**config.mk**
```make
export PLATFORM = sky130hd
export DESIGN_NAME = adaptive_filter
export DESIGN_NICKNAME = d
export VERILOG_FILES = /design/src/rtl/adaptive_filter.sv
export SDC_FILE = /design/constraint.sdc
export NUM_CORES = 1
export LEC_CHECK = 0
export BUFFER_PORTS_ARGS = -buffer_cell sky130_fd_sc_hd__buf_2
export CAP_MARGIN = 20
export CORE_UTILIZATION = 57
export CTS_CLUSTER_DIAMETER = 50
export DETAILED_ROUTE_END_ITERATION = 8
export GPL_TIMING_DRIVEN = 0
export HOLD_SLACK_MARGIN = 0.05
export PLACE_DENSITY = 0.83
export SETUP_SLACK_MARGIN = 0.1
export SYNTH_ARGS = -nofsm -noshare
export SYNTH_HDL_FRONTEND = slang
export SYNTH_SLANG_ARGS = --single-unit
```
**constraint.sdc**
```tcl
create_clock -name clk -period 2.43 [get_ports clk]
set_input_delay 0.1215 -clock clk [delete_from_list [all_inputs] [get_ports clk]]
set_output_delay 0.1215 -clock clk [all_outputs]
set_load 0.02 [all_outputs]
```
**src/rtl/adaptive_filter.sv**
```systemverilog
// Mode-switchable first-order filter: running-sum integrator (ctrl=1) or first difference (ctrl=0).
// Optional feature: define ADAPTIVE_FILTER_SAT_EN to saturate results instead of wrapping.
module adaptive_filter #(
  parameter int DATA_WIDTH = 14,
  parameter int FRAC_WIDTH = 6
) (
  input  logic                  clk,
  input  logic                  srst,
  input  logic                  ctrl,
  input  logic [DATA_WIDTH-1:0] s_tdata,
  output logic [DATA_WIDTH-1:0] m_tdata
);

  localparam int WW = DATA_WIDTH + 1;

  logic [DATA_WIDTH-1:0] m_tdata_q, m_tdata_d;
  logic [DATA_WIDTH-1:0] acc_q, acc_d;
  logic [DATA_WIDTH-1:0] x_prev_q, x_prev_d;

  logic [WW-1:0] x_ext, acc_ext, x_prev_ext;
  logic [WW-1:0] sum_wide, diff_wide;
  logic [DATA_WIDTH-1:0] sum_red, diff_red;

  // FRAC_WIDTH only documents the Q format; the binary point never moves.
  logic unused_frac;
  assign unused_frac = (FRAC_WIDTH < 0);

  function automatic logic [DATA_WIDTH-1:0] reduce(input logic [WW-1:0] r);
`ifdef ADAPTIVE_FILTER_SAT_EN
    logic [DATA_WIDTH-1:0] max_v;
    logic [DATA_WIDTH-1:0] min_v;
    max_v = {1'b0, {(DATA_WIDTH-1){1'b1}}};
    min_v = {1'b1, {(DATA_WIDTH-1){1'b0}}};
    // Overflow is visible as disagreement between the two top bits.
    if (r[WW-1] != r[WW-2]) begin
      reduce = r[WW-1] ? min_v : max_v;
    end else begin
      reduce = r[DATA_WIDTH-1:0];
    end
`else
    logic unused_msb;
    unused_msb = r[WW-1];
    reduce = r[DATA_WIDTH-1:0];
`endif
  endfunction

  always_comb begin
    x_ext      = {s_tdata[DATA_WIDTH-1], s_tdata};
    acc_ext    = {acc_q[DATA_WIDTH-1], acc_q};
    x_prev_ext = {x_prev_q[DATA_WIDTH-1], x_prev_q};
    sum_wide   = acc_ext + x_ext;
    diff_wide  = x_ext - x_prev_ext;
    sum_red    = reduce(sum_wide);
    diff_red   = reduce(diff_wide);
  end

  always_comb begin
    m_tdata_d = m_tdata_q;
    acc_d     = acc_q;
    x_prev_d  = s_tdata;
    if (ctrl) begin
      m_tdata_d = sum_red;
      acc_d     = sum_red;
    end else begin
      // acc is held at zero so a later switch to integrate starts fresh.
      m_tdata_d = diff_red;
      acc_d     = '0;
    end
  end

  always_ff @(posedge clk) begin
    if (srst) begin
      m_tdata_q <= '0;
      acc_q     <= '0;
      x_prev_q  <= '0;
    end else begin
      m_tdata_q <= m_tdata_d;
      acc_q     <= acc_d;
      x_prev_q  <= x_prev_d;
    end
  end

  assign m_tdata = m_tdata_q;

endmodule

```
After elaboration in Yosys (flattened, before gate mapping)
Index checks and enable logic that the tools add are counted.
{"block": "op_classes", "n_reduce_logical": 1, "addsub": 2, "n_bitwise": 1, "n_mux": 1}
{"cell": "adder 14 bit", "count": 1}
{"cell": "2-to-1 mux 14 bit", "count": 1}
{"cell": "subtractor 14 bit", "count": 1}
{"cell": "OR reduction 2 bit", "count": 1}
{"cell": "NOT 1 bit", "count": 1}
{"block": "word_totals", "register_bits": 42, "out_inout_bits": 14, "word_cells": 8, "inputBits": 17}

Logic depth before layout (Yosys ltp)
Gate-level depths: netlist (run 1).
{"block": "logic_depth", "depth_word": 2, "mapped_depth": 10}

Least setup slack after synthesis (run 1)
Ideal clock, no wire load.
{"block": "synth_timing", "path_type": "register -> register", "start": "register x_prev_q[0]", "end": "register m_tdata_q[12], in the netlist m_tdata[12]", "slack_ns": 0.440, "t_required_ns": 2.300, "arrival_time_ns": 1.859, "n_path_buf": 0, "synth_period_minus_slack_ns": 1.990, "stages_incl_launch_ff": 10, "cell_sequence": "dfxtp_1 ha_1 fa_1 nor2b_4 o31ai_2 a21oi_2 a21oi_1 o31ai_2 mux2i_1 o22ai_1"}
{"block": "synth_via", "elab_chain_cells": 2}
{"element": "start: declaration", "line": "18", "source": "logic [DATA_WIDTH-1:0] x_prev_q, x_prev_d;"}
{"element": "start signal: assignment", "line": "79", "source": "x_prev_q <= x_prev_d;"}
{"element": "subtractor 14 bit", "line": "52", "source": "diff_wide = x_ext - x_prev_ext;"}
{"element": "2-to-1 mux 14 bit", "line": "61", "source": "if (ctrl) begin"}
{"element": "end signal: assignment", "line": "77", "source": "m_tdata_q <= m_tdata_d;"}
{"element": "end: declaration", "line": "16", "source": "logic [DATA_WIDTH-1:0] m_tdata_q, m_tdata_d;"}
Every way passes these cells.
A chain may end at the register's enable or synchronous reset.

Worst setup path in the final report (run 1)
{"block": "layout_timing", "start": "register x_prev_q[0]", "end": "register m_tdata_q[10], in the netlist m_tdata[10]"}
Same word-level chain as after synthesis.

==> flow_summary.yaml, run 1 <==
critical_path:
  cp-end-kind: "flop"
  worstSetupPathType: "flop to flop"
  critPathRequiredTime_ns: 2.59
  crit_family: "compound AO/OA/AOI/OAI gates"
  crit_path_cell_trace: "ha_1, fa_1, nor2b_4, o31ai_2, a21oi_2, a221o_1, a21oi_2, xor2_1, o22ai_1"
  crit_buf_inv: 0
  cp_slowest_cell: "a221o_1"
  max_stage_delay_ns: 0.33
  cp-start-kind: "flop"
  critPathMostFrequentCell: "a21oi_2"
  crit_arrival_ns: 2.39
  critPathMaxFanout: 3
global_route:
  antenna_found_initial: 0
  overflow: 0
  grt_pass1_wl_um: 7997
  grt_max_degree: 13
  grt_pass1_vias: 1905
  grtUsageTotal_pct: 24.55
timing:
  layout_setup_ws_ns: 0.2078
  layout_min_cycle_time_ns: 2.222
  max-slew-margin-rel_pct: 47.75
  hold_viol_final: 0
  fin_crit_sh_pct: 91.45
  fin_skew_ns: 0.007811
  finalMaxSlewViolations: 0
  setup_tns_ns: 0
  worst_pin_slew_ns: 0.7808
  rsz0062_at_grt: "false"
  fmax_mhz: 450.0
  setup_viol: 0
run_status:
  outcome: "finished clean"
power:
  internal_power_mw: 1.191
  clkPwrFrac_pct: 26.9
  vdd_drop_max_v: 0.0003580
  p_leak_nw: 1.228
  p_sw_share_pct: 30.60
  power.switching_uw: 525.1
  combPwrFrac_pct: 28.6
  total_power_mw: 1.716
  pwr-share-seq_pct: 44.6
  p_per_area_nw_per_um2: 647.8
place:
  dp_hpwl_um: 3586
  dpl_worst_slack_ns: 0.1909
  place.gp.congestion: 0.8196
  port_buffers: 30
layout:
  n_fill_cell: 315
  diodes: 0
  nNetsFinal: 333
  final_cell_mix: "dfxtp_1 (42), buf_2 (30), nor2_1 (26), ha_1 (26), inv_1 (18)"
  area_delta_synth_final_pct: 13.03
  layout_commonest_cell: "dfxtp_1"
  drive_gt1_share_pct: 19.03
cts:
  cts_tree: "done"
  cts_buffers: 5
  clockBufferDepth: 2
  htree_levels: 2
  clock-root-buffer: "clkbuf_8"
  clock_latency_ns: 0.30
  clk_pin_slew_ns: 0.07
  cts_setup_buffers: 0
  clkSinkCount: 42
drt:
  drt_iter0_drc: 64
  dr.pass1.iters: 4
  wl_um: 4698
  avgViaCountPerCell: 5.472
  vias: 1844
  drtAntennaViolNets: 0
  routedWlPerCell_um: 13.94
  drc: 0
synthesis:
  synth_seq_area_share_pct: 35.88
  synth_top_cell_by_area: "dfxtp_1"
  synth_edf_count: 0
  synth-seq-cells: 42
  synth_area_um2: 2343
  postSynthAreaPerCell_um2: 9.337
  synth-main-ff-cell: "dfxtp_1"
  syn_inst: 251
  synth_top_cell_area_share_pct: 35.88
  synth_nets: 296
  synth_cell_types: 43
  yosysWarnings: 0
  yosys-top-cells-area: "dfxtp_1 (36%), ha_1 (14%), nor2_1 (4.2%)"
  synth_async_sr_flop_share_pct: 0
floorplanning:
  dieWidth_um: 66.12
  die-area_um2: 4372
  rows: 22
  die_y_um: 66.12
  core-area_um2: 3799
  start_util_pct: 61.69
  io_pins: 31
hold_path:
  hp-class: "input port to flop"
flow_run:
  maxCapViolCount: 0
## sequential cells by signal, indices dropped and copies added, names as in the netlist
name      count
acc_q        14
m_tdata      14
x_prev_q     14
## cells in the mapped netlist (all sizes together), types with 3 or more instances
cell     n
nand3    3
o31ai    4
a211oi   5
xor2     8
dfxtp   42
a21o    11
inv     18
ha      26
nand2    7
o21ai   11
xnor2   10
o21a     6
nor3     3
o22ai    5
nor2    26
a21oi   17
nand2b   5
nor2b   17
## cells by family after synthesis
group	synth area share, %
flops	35.88
compound gates	21.68
simple gates	15.22
mux	0.4271
fa+ha+maj	15.59
buf+inv	4.484
xor+xnor	6.727
## per-layer routing
layer / share of wire, % / GRT usage, %
met5: 0 / 0
met4: 1.5 / 9.043
met3: 2.7 / 5.172
met2: 49 / 43.75
met1: 47 / 28.60
## stage by stage
step | hold slack (ns) | util, % | cells | area [um2]
4_1_cts | 0.07407 | 69.63 | 337 | 2645
3_5_place_dp | 0.3804 | 67.23 | 329 | 2554
3_3_place_gp | 0.3761 | 67.23 | 329 | 2554
6_report | 0.07894 | 69.73 | 337 | 2649
2_1_floorplan | 0.1931 | - | 251 | 2344
5_1_grt | 0.07780 | 69.73 | 337 | 2649
## repair_timing
action,CTS,global route
resized for setup,0,1
hold buffers,0,0
endpoints found under the setup margin,0,1
## path summary, 6_finish.rpt
| path | endpoint | slack, ns | start | cells after the start |
|---|---|---|---|---|
| max | m_tdata[10]$_SDFF_PP0_ | 0.21 | x_prev_q[0]$_SDFF_PP0_ | 9 |
| min | x_prev_q[6]$_SDFF_PP0_ | 0.08 | s_tdata[6] | 2 |
| max reg2reg | m_tdata[10]$_SDFF_PP0_ | 0.21 | x_prev_q[0]$_SDFF_PP0_ | 9 |
| min reg2reg | m_tdata[0]$_SDFF_PP0_ | 0.55 | x_prev_q[0]$_SDFF_PP0_ | 2 |
## power by group through the flow
| stage | logic [mW] | clock network [mW] | registers, mW |
|---|---|---|---|
| after floorplan | 0.326 | 0 | 0.822 |
| after global placement | 0.471 | 0 | 0.779 |
| after detailed placement | 0.484 | 0 | 0.782 |
| after CTS | 0.489 | 0.476 | 0.765 |
| after global routing | 0.541 | 0.507 | 0.770 |
| final | 0.490 | 0.461 | 0.765 |
## final cells by class
cell class	count	area, um2	area share (%)
inverters	18	67.56	2.551
repair buffers	30	150.1	5.668
well taps	48	60.06	2.267
multi-input cells	187	1401	52.90
flip-flops and latches	42	840.8	31.74
clock buffers	7	86.33	3.259
clock inverters	1	5.005	0.1889
plain buffers	4	37.54	1.417
Note: power is estimated with default switching activity, not from simulation.
==> run 2, diff against run 1 <==
--- a/config.mk
+++ b/config.mk
@@ -5,14 +5,14 @@
 export SDC_FILE = /design/constraint.sdc
 export NUM_CORES = 1
 export LEC_CHECK = 0
+export ABC_AREA = 1
 export BUFFER_PORTS_ARGS = -buffer_cell sky130_fd_sc_hd__buf_2
 export CAP_MARGIN = 20
-export CORE_UTILIZATION = 57
-export CTS_CLUSTER_DIAMETER = 50
+export CORE_UTILIZATION = 59
 export DETAILED_ROUTE_END_ITERATION = 8
 export GPL_TIMING_DRIVEN = 0
 export HOLD_SLACK_MARGIN = 0.05
-export PLACE_DENSITY = 0.83
+export PLACE_DENSITY = 0.84
 export SETUP_SLACK_MARGIN = 0.1
 export SYNTH_ARGS = -nofsm -noshare
 export SYNTH_HDL_FRONTEND = slang
==> run 2 against run 1 <==
Effect of this change:
- global-route usage increased by 2.7 points
- maximum frequency increased by 27%
- critical path type unchanged
- largest cell class unchanged
- wire length increased by 37%
- clock power increased by 20%
- sequential share of layout area decreased by 4.9 points
==> flow_summary.yaml, run 2 <==
run_status:
  outcome: "finished clean"
timing:
  fmax_mhz: 570.7
  finalMaxSlewViolations: 0
  rsz0062_at_grt: "false"
  fin_skew_ns: 0.004672
  worst_pin_slew_ns: 0.5441
  max-slew-margin-rel_pct: 63.73
  setup_viol: 0
  fin_crit_sh_pct: 72.10
  hold_viol_final: 0
  setup_tns_ns: 0
  layout_min_cycle_time_ns: 1.752
synthesis:
  synth_nets: 486
  postSynthAreaPerCell_um2: 6.395
  synth_commonest_cells: "nand2_1 (129), inv_1 (102), nor2_1 (45)"
  yosys-top-cells-area: "dfxtp_1 (30%), nand2_1 (17%), inv_1 (14%)"
  synth_edf_count: 0
  synth_top_cell_area_share_pct: 29.81
  synth-seq-cells: 42
  synth_async_sr_flop_share_pct: 0
  synth-main-ff-cell: "dfxtp_1"
  synth_area_um2: 2820
  synth_seq_area_share_pct: 29.81
  synthMostInstantiatedCell: "nand2_1"
  synth_top_cell_by_area: "dfxtp_1"
  synth_cell_types: 29
  yosysWarnings: 0
  syn_inst: 441
global_route:
  grt_pass1_wl_um: 10740
  grtUsageTotal_pct: 27.27
  antenna_found_initial: 0
  grt_max_degree: 13
  overflow: 0
  grt_pass1_vias: 2560
cts:
  ctsResizeCount: 0
  clock_latency_ns: 0.29
  clockBufferDepth: 2
  cts_buffers: 5
  cts_tree: "done"
  cts_hold_buf: 0
  clkSinkCount: 42
  clock-root-buffer: "clkbuf_8"
  clk_pin_slew_ns: 0.08
  htree_levels: 2
  cts_setup_buffers: 0
floorplanning:
  core-area_um2: 4474
  die_y_um: 71.14
  start_util_pct: 63.03
  die-area_um2: 5060
  io_pins: 31
  dieWidth_um: 71.14
  rows: 24
layout:
  drive_gt1_share_pct: 11.30
  area_delta_synth_final_pct: 11.22
  layout_commonest_cell: "nand2_1"
  final_cell_mix: "nand2_1 (129), inv_1 (102), nor2_1 (45)"
  diodes: 0
  nNetsFinal: 522
power:
  internal_power_mw: 1.247
  combPwrFrac_pct: 29.6
  p_sw_share_pct: 33.34
  vdd_drop_max_v: 0.0002613
  p_leak_nw: 1.866
  p_per_area_nw_per_um2: 596.3
  pwr-share-seq_pct: 40.8
  power.switching_uw: 623.5
  total_power_mw: 1.870
  clkPwrFrac_pct: 29.7
critical_path:
  critPathMaxFanout: 3
  cp-startpoint: "acc_q[0]$_SDFF_PP0_"
  critPathRequiredTime_ns: 2.67
  cp-end-kind: "flop"
  worstSetupPathType: "flop to flop"
  r2r-start: "acc_q[0]$_SDFF_PP0_"
  crit_arrival_ns: 1.99
  cp-start-kind: "flop"
place:
  place.gp.congestion: 0.8580
  port_buffers: 29
  dp_hpwl_um: 5121
drt:
  drc: 0
  routedWlPerCell_um: 12.15
  wl_um: 6439
  drtAntennaViolNets: 0
  dr.pass1.iters: 8
  avgViaCountPerCell: 5.153
  vias: 2731
  drt_iter0_drc: 241
flow_run:
  maxCapViolCount: 0
hold_path:
  min_from: "s_tdata[6]"
  hp-class: "input port to flop"
-- run 2: changes by cell type after synthesis, moves of 9 or more --
cell	previous run	this run
nor2b_1	15	0
inv_1	18	102
xnor2_1	10	1
nand2_1	7	129
a21o_1	11	0
nor2_1	26	45
nand3_1	3	26
-- run 2: layout make-up --
type	instances	area, um2
buffer	2	11.26
clock buffer	7	76.32
clock inverter	1	30.03
fill	403	1338
inverter	107	401.6
multi-input combinational	290	1567
sequential	42	840.8
tap	52	65.06
timing repair buffer	29	145.1
-- run 2: critical path, stage by stage (launching register included) --
cell	delay, ns
dfxtp_1	0.32
ha_1	0.21
inv_1	0.07
fa_1	0.43
nor2_2	0.14
nor2_2	0.07
o21ai_2	0.13
nor2_1	0.05
nand3b_1	0.19
nand2_1	0.10
-- run 2: per-layer routing --
metal  vias to the layer above  share of wire (%)  global-route usage (%)
li1                       1405                  -                       -
met4                         0                1.7                   9.556
met2                        82                 48                   47.44
met5                         -                  0                       0
met1                      1232                 46                   34.45
met3                        12                5.1                   3.989
-- run 2: power groups by stage --
stage / combinational (mW) / sequential [mW] / clock (mW)
finish: 0.553 / 0.762 / 0.555
global route: 0.622 / 0.769 / 0.593
CTS: 0.548 / 0.763 / 0.562
detailed placement: 0.543 / 0.779 / 0
global placement: 0.524 / 0.777 / 0
floorplan: 0.365 / 0.818 / 0
-- run 2: cells by family (layout without fill, tap and decap cells) --
group / after synthesis / in the layout / synth area share, %
flip-flops: 42 / 42 / 29.81
AO/OA/AOI/OAI: 34 / 34 / 6.876
AND/OR/NAND/NOR: 221 / 221 / 33.54
XOR/XNOR: 7 / 7 / 2.174
adder cells (fa/ha/maj): 28 / 28 / 12.95
buffers and inverters: 109 / 146 / 14.64
-- run 2: final timing paths --
kind / endpoint / slack (ns) / cells past startpoint
setup / recovery: m_tdata[6]$_SDFF_PP0_ / 0.68 / 9
hold reg to reg: m_tdata[0]$_SDFF_PP0_ / 0.56 / 2
hold / removal: x_prev_q[6]$_SDFF_PP0_ / 0.06 / 3
setup reg to reg: m_tdata[6]$_SDFF_PP0_ / 0.68 / 9
-- run 2: stage by stage --
step | utilization [%] | instance area [um2] | hold slack, ns | instances | worst slack, ns
floorplan | - | 2820 | 0.2285 | 441 | 0.8992
global placement | 67.73 | 3030 | 0.3668 | 522 | 0.7639
detailed placement | 67.73 | 3030 | 0.3726 | 522 | 0.7157
CTS | 70.11 | 3137 | 0.05775 | 530 | 0.7021
global route | 70.11 | 3137 | 0.06643 | 530 | 0.5827
finish | 70.11 | 3137 | 0.06231 | 530 | 0.6779
==> run 3, diff against run 2 <==
--- a/config.mk
+++ b/config.mk
@@ -8,11 +8,11 @@
 export ABC_AREA = 1
 export BUFFER_PORTS_ARGS = -buffer_cell sky130_fd_sc_hd__buf_2
 export CAP_MARGIN = 20
-export CORE_UTILIZATION = 59
+export CORE_UTILIZATION = 53
 export DETAILED_ROUTE_END_ITERATION = 8
 export GPL_TIMING_DRIVEN = 0
 export HOLD_SLACK_MARGIN = 0.05
-export PLACE_DENSITY = 0.84
+export PLACE_DENSITY = 0.8
 export SETUP_SLACK_MARGIN = 0.1
 export SYNTH_ARGS = -nofsm -noshare
 export SYNTH_HDL_FRONTEND = slang
==> constraint.sdc (replaced) <==
create_clock -name clk -period 1.5 [get_ports clk]
set_input_delay 0.075 -clock clk [delete_from_list [all_inputs] [get_ports clk]]
set_output_delay 0.075 -clock clk [all_outputs]
set_load 0.02 [all_outputs]
==> run 3 against run 2 <==
Effect of this change:
- the run now ends with setup timing left
- critical endpoint unchanged
- non-clock buffer count grew 21
- die area grew 11%
- wire length grew 43%
- critical path type unchanged
- clock power grew 60%
==> flow_summary.yaml, run 3 (same netlist as run 2, synthesis figures left out) <==
critical_path:
  timing.rr.end: "m_tdata[6]$_SDFF_PP0_"
  critPathMaxFanout: 3
  worstSetupPathType: "flop to flop"
  r2r_cells: 8
  r2r-start: "x_prev_q[0]$_SDFF_PP0_"
  cp-end-kind: "flop"
  crit_arrival_ns: 1.87
  critPathRequiredTime_ns: 1.68
  cp-start-kind: "flop"
  r2r_setup_slack_ns: -0.19
timing:
  fin_crit_sh_pct: 112.6
  rsz0062_at_grt: "true"
  finalMaxSlewViolations: 0
  layout_setup_ws_ns: -0.1894
  max-slew-margin-rel_pct: 63.79
  setup_tns_ns: -0.9051
  fmax_mhz: 591.9
  setup_viol: 11
  hold_viol_final: 0
  worst_pin_slew_ns: 0.5431
  layout_min_cycle_time_ns: 1.689
  fin_skew_ns: 0.01209
  holdWs_ns: 0.05432
drt:
  routedWlPerCell_um: 16.21
  wl_um: 9221
  drc: 0
  dr.pass1.iters: 6
  avgViaCountPerCell: 5.480
  drt_iter0_drc: 362
  vias: 3118
  drtAntennaViolNets: 0
hold_path:
  hp-class: "input port to flop"
  min_path_cells: 3
  min_from: "s_tdata[8]"
  min_to: "x_prev_q[8]$_SDFF_PP0_"
global_route:
  antenna_found_initial: 0
  grt_pass1_wl_um: 12270
  grt_pass1_vias: 2765
  overflow: 0
  met1_usage_pct: 35.77
  use_met2_pct: 49.95
  busiest_layer: "met2"
  grtUsageTotal_pct: 29.74
  grt_util_met3_pct: 6.158
  grt_max_degree: 13
cts:
  clock-root-buffer: "clkbuf_8"
  clock_latency_ns: 0.31
  clkSinkCount: 42
  cts_tree: "done"
  clockBufferDepth: 2
  clk_pin_slew_ns: 0.09
  htree_levels: 2
  cts_buffers: 5
layout:
  area_delta_synth_final_pct: 42.24
  final_cells: 569
  diodes: 0
  final_cell_mix: "nand2_1 (93), inv_1 (87), nand2_2 (35)"
  final_util_pct: 78.54
  nNetsFinal: 543
  drive_gt1_share_pct: 39.68
  layout_commonest_cell: "nand2_1"
floorplanning:
  core-area_um2: 5107
  start_util_pct: 55.22
  dieWidth_um: 74.95
  io_pins: 31
  die-area_um2: 5617
  rows: 26
  die_y_um: 74.95
place:
  port_buffers: 29
  dp_hpwl_um: 4939
  place.gp.congestion: 0.8542
  dpl_worst_slack_ns: -0.1430
  place_inst: 540
power:
  p_per_area_nw_per_um2: 868.7
  vdd_drop_max_v: 0.0004269
  p_leak_nw: 2.039
flow_run:
  maxCapViolCount: 0
run_status:
  outcome: "finished with violations"
  violations: "setup timing"
-- run 3: area by class of cell --
type | instances | area (um2)
buffer | 2 | 11.26
clock buffer | 8 | 110.1
fill | 298 | 1096
inverter | 107 | 401.6
multi-input combinational | 290 | 2212
sequential | 42 | 860.8
tap | 70 | 87.58
timing repair buffer | 50 | 327.8
-- run 3: what timing repair did --
action,4_1_cts,5_1_grt
gates resized for setup,71,79
hold endpoints to repair,10,0
hold buffers,10,0
pin swaps,19,27
setup endpoints to repair,21,23
setup buffers,7,5
-- run 3: layer usage --
metal	vias up	wire length [um]
li1	1443	-
met1	1460	3665
met2	165	4356
met3	50	721
met4	0	478
met5	-	0
-- run 3: how the worst max path moves through the flow --
stage | slack, ns | start | to | cells past startpoint
after floorplan | 0.03 | acc_q[0]$_SDFF_PP0_ | m_tdata[12]$_SDFF_PP0_ | 11
after global placement | -0.11 | acc_q[0]$_SDFF_PP0_ | m_tdata[6]$_SDFF_PP0_ | 9
after detailed placement | -0.14 | acc_q[0]$_SDFF_PP0_ | m_tdata[6]$_SDFF_PP0_ | 9
after CTS | -0.08 | acc_q[0]$_SDFF_PP0_ | m_tdata[6]$_SDFF_PP0_ | 9
after global routing | -0.24 | x_prev_q[0]$_SDFF_PP0_ | m_tdata[6]$_SDFF_PP0_ | 8
final | -0.19 | x_prev_q[0]$_SDFF_PP0_ | m_tdata[6]$_SDFF_PP0_ | 8
-- run 3: power breakdown --
group | internal, mW | leakage, nW | switching [mW]
Clock | 0.466 | 0.0575 | 0.423
Sequential | 1.22 | 0.354 | 0.0432
Combinational | 0.525 | 1.63 | 0.810
Total | 2.21 | 2.04 | 1.28
-- run 3: critical path, cell delays in order (launching register included) --
cell	delay [ns]
dfxtp_2	0.34
ha_4	0.16
fa_2	0.38
nor2_4	0.15
nor2_4	0.05
o21ai_1	0.15
a21oi_1	0.09
o21ai_0	0.12
nand2_1	0.13
-- run 3: through the flow --
step | power, mW | area [um2]
after floorplan | 1.918 | 2823
after global placement | 2.114 | 3055
after detailed placement | 2.137 | 3055
after CTS | 3.231 | 3722
after global routing | 3.644 | 4011
final | 3.485 | 4011
